**config.mk**
```make
export PLATFORM = sky130hd
export DESIGN_NAME = sparse_vector_encoder
export DESIGN_NICKNAME = d
export VERILOG_FILES = /design/src/rtl/sparse_pkg.sv /design/src/rtl/sparse_vector_encoder_lane_pick.sv /design/src/rtl/sparse_vector_encoder.sv
export SDC_FILE = /design/constraint.sdc
export NUM_CORES = 1
export LEC_CHECK = 0
export CAP_MARGIN = 20
export CORE_ASPECT_RATIO = 0.6
export CORE_UTILIZATION = 40
export DETAILED_ROUTE_END_ITERATION = 10
export GPL_ROUTABILITY_DRIVEN = 1
export HOLD_SLACK_MARGIN = 0.08
export PLACE_DENSITY = 0.66
export SYNTH_ARGS = -nofsm -noshare
export SYNTH_HDL_FRONTEND = slang
export SYNTH_HIERARCHICAL = 1
export SYNTH_SLANG_ARGS = --single-unit
```
**constraint.sdc**
```tcl
create_clock -name clk -period 7.6 [get_ports clk]
set_input_delay 1.52 -clock clk [delete_from_list [all_inputs] [get_ports clk]]
set_output_delay 1.52 -clock clk [all_outputs]
set_load 0.01 [all_outputs]
```
**src/rtl/sparse_pkg.sv**
```systemverilog
// sparse_pkg: shared constants, encoder state and beat format for the sparse operand path.
package sparse_pkg;
  localparam int SPARSE_LANES = 16;
  localparam int SPARSE_DW = 8;
  localparam int SPARSE_IW = $clog2(SPARSE_LANES);
  typedef enum logic {IDLE, EMIT} enc_state_t;
  typedef struct packed {
    logic [SPARSE_DW-1:0] value;
    logic [SPARSE_IW-1:0] index;
    logic                 last;
    logic                 zero;
  } beat_t;
endpackage

```
**src/rtl/sparse_vector_encoder_lane_pick.sv**
```systemverilog
// lane_pick: lowest-set-bit priority encoder with any / exactly-one flags.
module lane_pick
  import sparse_pkg::*;
#(
  parameter int LANES = SPARSE_LANES,
  localparam int IW = $clog2(LANES)
) (
  input  logic [LANES-1:0] mask,
  output logic [IW-1:0]    idx,
  output logic             any,
  output logic             one_hot_only
);
  always_comb begin
    idx = '0;
    for (int i = LANES - 1; i >= 0; i--) if (mask[i]) idx = IW'(i);
  end
  assign any = |mask;
  assign one_hot_only = any && ((mask & (mask - LANES'(1))) == '0);
endmodule

```
**src/rtl/sparse_vector_encoder.sv**
```systemverilog
// sparse_vector_encoder: dense vector to (value, index) beat stream, non-zero lanes in ascending order.
// Optional SPARSE_ENC_STATS_EN adds stat_vectors / stat_nnz counters.
module sparse_vector_encoder
  import sparse_pkg::*;
#(
  parameter int LANES = SPARSE_LANES,
  parameter int DW = SPARSE_DW,
  localparam int IW = $clog2(LANES)
) (
  input  logic                clk,
  input  logic                rst,
  input  logic                in_valid,
  output logic                in_ready,
  input  logic [LANES*DW-1:0] in_vec,
  output logic                out_valid,
  input  logic                out_ready,
  output logic [DW-1:0]       out_value,
  output logic [IW-1:0]       out_index,
  output logic                out_last,
  output logic                out_zero
`ifdef SPARSE_ENC_STATS_EN
  ,
  output logic [15:0]         stat_vectors,
  output logic [23:0]         stat_nnz
`endif
);
  enc_state_t          state_q, state_d;
  logic [LANES*DW-1:0] vec_q, vec_d;
  logic [LANES-1:0]    mask_q, mask_d, in_mask;
  logic [IW-1:0]       pick;
  logic                any, one, emit, fire, fin, accept;

  lane_pick #(.LANES(LANES)) u_pick (
    .mask(mask_q),
    .idx(pick),
    .any(any),
    .one_hot_only(one)
  );

  always_comb begin
    for (int i = 0; i < LANES; i++) in_mask[i] = in_vec[i*DW +: DW] != '0;
  end

  // Outputs come straight from held state, so they are stable under backpressure.
  assign emit = state_q == EMIT;
  assign out_valid = emit;
  assign out_value = emit ? vec_q[pick*DW +: DW] : '0;
  assign out_index = emit ? pick : '0;
  assign out_last = emit && (one || !any);
  assign out_zero = emit && !any;
  assign fire = out_valid && out_ready;
  assign fin = fire && out_last;
  assign in_ready = !emit || fin;
  assign accept = in_valid && in_ready;

  always_comb begin
    state_d = state_q;
    vec_d = vec_q;
    mask_d = mask_q;
    if (accept) begin
      state_d = EMIT;
      vec_d = in_vec;
      mask_d = in_mask;
    end else if (fin) begin
      state_d = IDLE;
      mask_d = '0;
    end else if (fire) begin
      mask_d = mask_q & ~(LANES'(1) << pick);
    end
  end

  always_ff @(posedge clk or negedge rst) begin
    if (!rst) begin
      state_q <= IDLE;
      vec_q <= '0;
      mask_q <= '0;
    end else begin
      state_q <= state_d;
      vec_q <= vec_d;
      mask_q <= mask_d;
    end
  end

`ifdef SPARSE_ENC_STATS_EN
  logic [15:0] vec_cnt_q;
  logic [23:0] nnz_cnt_q;
  always_ff @(posedge clk or negedge rst) begin
    if (!rst) begin
      vec_cnt_q <= '0;
      nnz_cnt_q <= '0;
    end else begin
      if (fin) vec_cnt_q <= vec_cnt_q + 16'd1;
      if (fire && !out_zero) nnz_cnt_q <= nnz_cnt_q + 24'd1;
    end
  end
  assign stat_vectors = vec_cnt_q;
  assign stat_nnz = nnz_cnt_q;
`endif
endmodule

```
==> impl_metrics.py <==
metrics = {
    "outcome": {
        "status": "finished, final reports clean",
    },
    "global_routing": {
        "antenna_found_initial": 0,
        "grt_pass1_vias": 5423,
        "grt.total_usage_pct": 22.7,
        "grt_max_degree": 74,
        "grt-ovfl-total": 0,
        "grt_pass1_wl_microns": 31900,
    },
    "floorplan": {
        "design.core.area_sq_um": 17500,
        "fp.dieW_microns": 177,
        "start_util_pct": 41.8,
        "ios": 148,
        "row_count": 37,
        "die_h_microns": 107,
        "die_area_sq_um": 18900,
    },
    "place": {
        "gp_congestion": 0.843,
        "placed_area_sq_um": 8850,
        "dp_hpwl_microns": 15500,
        "portBuffers": 147,
    },
    "route": {
        "vias": 5419,
        "via_per_inst": 5.69,
        "firstDrtPassIters": 5,
        "ant_nets": 0,
        "first_iter_violations": 518,
        "routed_wl_microns": 20600,
        "wl_per_cell_microns": 21.6,
        "drc_errors": 0,
    },
    "clocking": {
        "worstSkewPairLatency_ns": 0.42,
        "holdBufCountCts": 0,
        "cts_buffers": 17,
        "cts_buffer_depth": 2,
        "cts.root.buffer_cell": "clkbuf_16",
        "path_clk_slew_ns": 0.06,
        "cts_sinks": 145,
        "cts_resized": 0,
        "cts_tree": "built",
        "h-tree-depth": 4,
        "cts_setup_buffers": 0,
    },
    "finish": {
        "diodes": 0,
        "n_fill_cell": 1460,
        "fin_nets": 837,
        "finalInstanceArea_sq_um": 9450,
        "utilization_pct": 54.0,
        "area_growth_pct": 29.1,
        "drive_gt1_share_pct": 25.9,
    },
    "sta": {
        "period_needed_ns": 5.95,
        "finalSetupTns_ns": 0,
        "setup_viol": 0,
        "skew_ns": 0.0108,
        "tightestPinTransition_ns": 1.06,
        "rsz0062_at_grt": "false",
        "slew_violations": 0,
        "finalHoldViolations": 0,
        "min_period_over_period_pct": 78.3,
        "slew_headroom_pct": 29.3,
        "fmax_ghz": 0.168,
    },
    "power_and_ir_drop": {
        "finalPower_mw": 4.74,
        "power_density_nw_per_um2": 501,
        "ir_drop_v": 0.000257,
        "p_leak_nw": 3.93,
    },
    "critical_path": {
        "critPathMaxStageDelay_ns": 0.87,
        "worstPathCellList": "nor3_1 > o31ai_1 > a211oi_1 > o31a_2 > buf_4 > mux4_2 > o21ai_0 > o21ai_0 > clkdlybuf4s50_1",
        "cpMaxStageDelayCell": "o31a_2",
        "critPathLaunchType": "flop",
        "cp_max_fo": 32,
        "crit_type": "reg2out",
        "end_kind": "output pin",
        "worstPathRequired_ns": 6.08,
        "crit_top_cell": "o21ai_0",
        "arrival_ns": 4.43,
    },
    "synth": {
        "synth.most_common_cell": "dfrtp_1",
        "synth_area_sq_um": 7320,
        "ys_top_cells_by_count": "dfrtp_1 (145), mux2_2 (124), mux2i_1 (47)",
        "synth_flop_cell": "dfrtp_1",
        "avgSynthCellArea_sq_um": 12.9,
        "synth-edff-count": 0,
        "ys_seq_area_share_pct": 49.6,
        "async_flop_share_pct": 100,
        "synthTopCellsByArea": "dfrtp_1 (50%), mux2_2 (19%), mux2i_1 (6.4%)",
        "synth_top_area_share_pct": 49.6,
        "ys_ff_latch": 145,
        "synthCells": 567,
        "syn-num-nets": 699,
        "synth.largest_area_cell": "dfrtp_1",
        "ys_warn_count": 6,
        "synth.distinct_cells": 46,
    },
    "worst_hold_path": {
        "hold_path_class": "reg2reg",
    },
    "flow_run": {
        "cap_violations": 0,
    },
}
where the power goes:
group	internal [mW]	switching (mW)
logic	1.24	1.20
clock network	0.493	0.364
registers	1.14	0.301
cell families after synthesis:
kind of cell,Yosys count,share of synthesized area (%)
simple gates,120,8.89
buf+inv,38,4.14
flops,145,49.6
xor+xnor,1,0.120
mux,184,29.1
compound gates,79,8.22
sequential cells by signal, summed over array words and instances, names as in the netlist:
| signal | count |
|---|---|
| vec_q | 128 |
| out_valid | 1 |
| mask_q | 16 |
metrics by stage:
step           instances  hold slack, ns  worst slack, ns
3_5_place_dp         919           0.492             2.08
2_1_floorplan        567           0.474             3.95
6_report             952           0.506             1.65
5_1_grt              952           0.519             1.38
4_1_cts              951           0.505             1.64
3_3_place_gp         919           0.484             2.18
area by class of cell:
cell class / count / area (sq um) / area share (%)
timing repair buffer: 153 / 1520 / 16.1
inverter: 4 / 15.0 / 0.159
clock inverter: 15 / 171 / 1.81
sequential: 145 / 3630 / 38.4
multi-input combinational: 384 / 3400 / 36.0
clock buffer: 17 / 425 / 4.50
tap: 234 / 293 / 3.10
critical path, delay by kind of cell, from the launching register on:
kind | cells | cell delay (ns)
flip-flops | 1 | 0.45
multiplexers | 1 | 0.56
AND/OR/NAND/NOR | 1 | 0.22
AO/OA/AOI/OAI | 5 | 1.67
buffers and inverters | 2 | 1.09
layout by cell type, fill, tap and decap left out, drive strengths merged, types with 4 or more instances in the layout:
master,count
clkbuf,17
mux2i,47
mux2,128
a221oi,9
a32o,16
and2,6
nor2b,7
nor2,14
nor3,4
dfrtp,145
a22oi,14
o21ai,19
clkdlybuf4s50,146
a21oi,7
mux4,9
nand2,40
clkinvlp,4
nor4,37
buf,7
inv,11
nand3,5
per-layer routing:
metal | routed length [microns] | GRT usage (%) | up-vias
li1 | - | - | 2435
met1 | 10400 | 35.5 | 2752
met2 | 8470 | 30.7 | 215
met3 | 1500 | 5.67 | 17
met4 | 193 | 5.48 | 0
met5 | 0 | 0 | -
final timing paths:
kind,startpoint,depth (start not counted),slack [ns],to
min in group asynchronous,rst,1,1.10,vec_q[13]$_DFFE_PN0P_
max reg2reg,mask_q[7]$_DFFE_PN0P_,10,3.80,vec_q[52]$_DFFE_PN0P_
max in group asynchronous,rst,2,5.07,vec_q[55]$_DFFE_PN0P_
max,mask_q[12]$_DFFE_PN0P_,9,1.65,out_value[0]
min,vec_q[75]$_DFFE_PN0P_,1,0.51,vec_q[75]$_DFFE_PN0P_
min reg2reg,vec_q[75]$_DFFE_PN0P_,1,0.51,vec_q[75]$_DFFE_PN0P_
No activity file was read; power rests on OpenSTA's default activity.
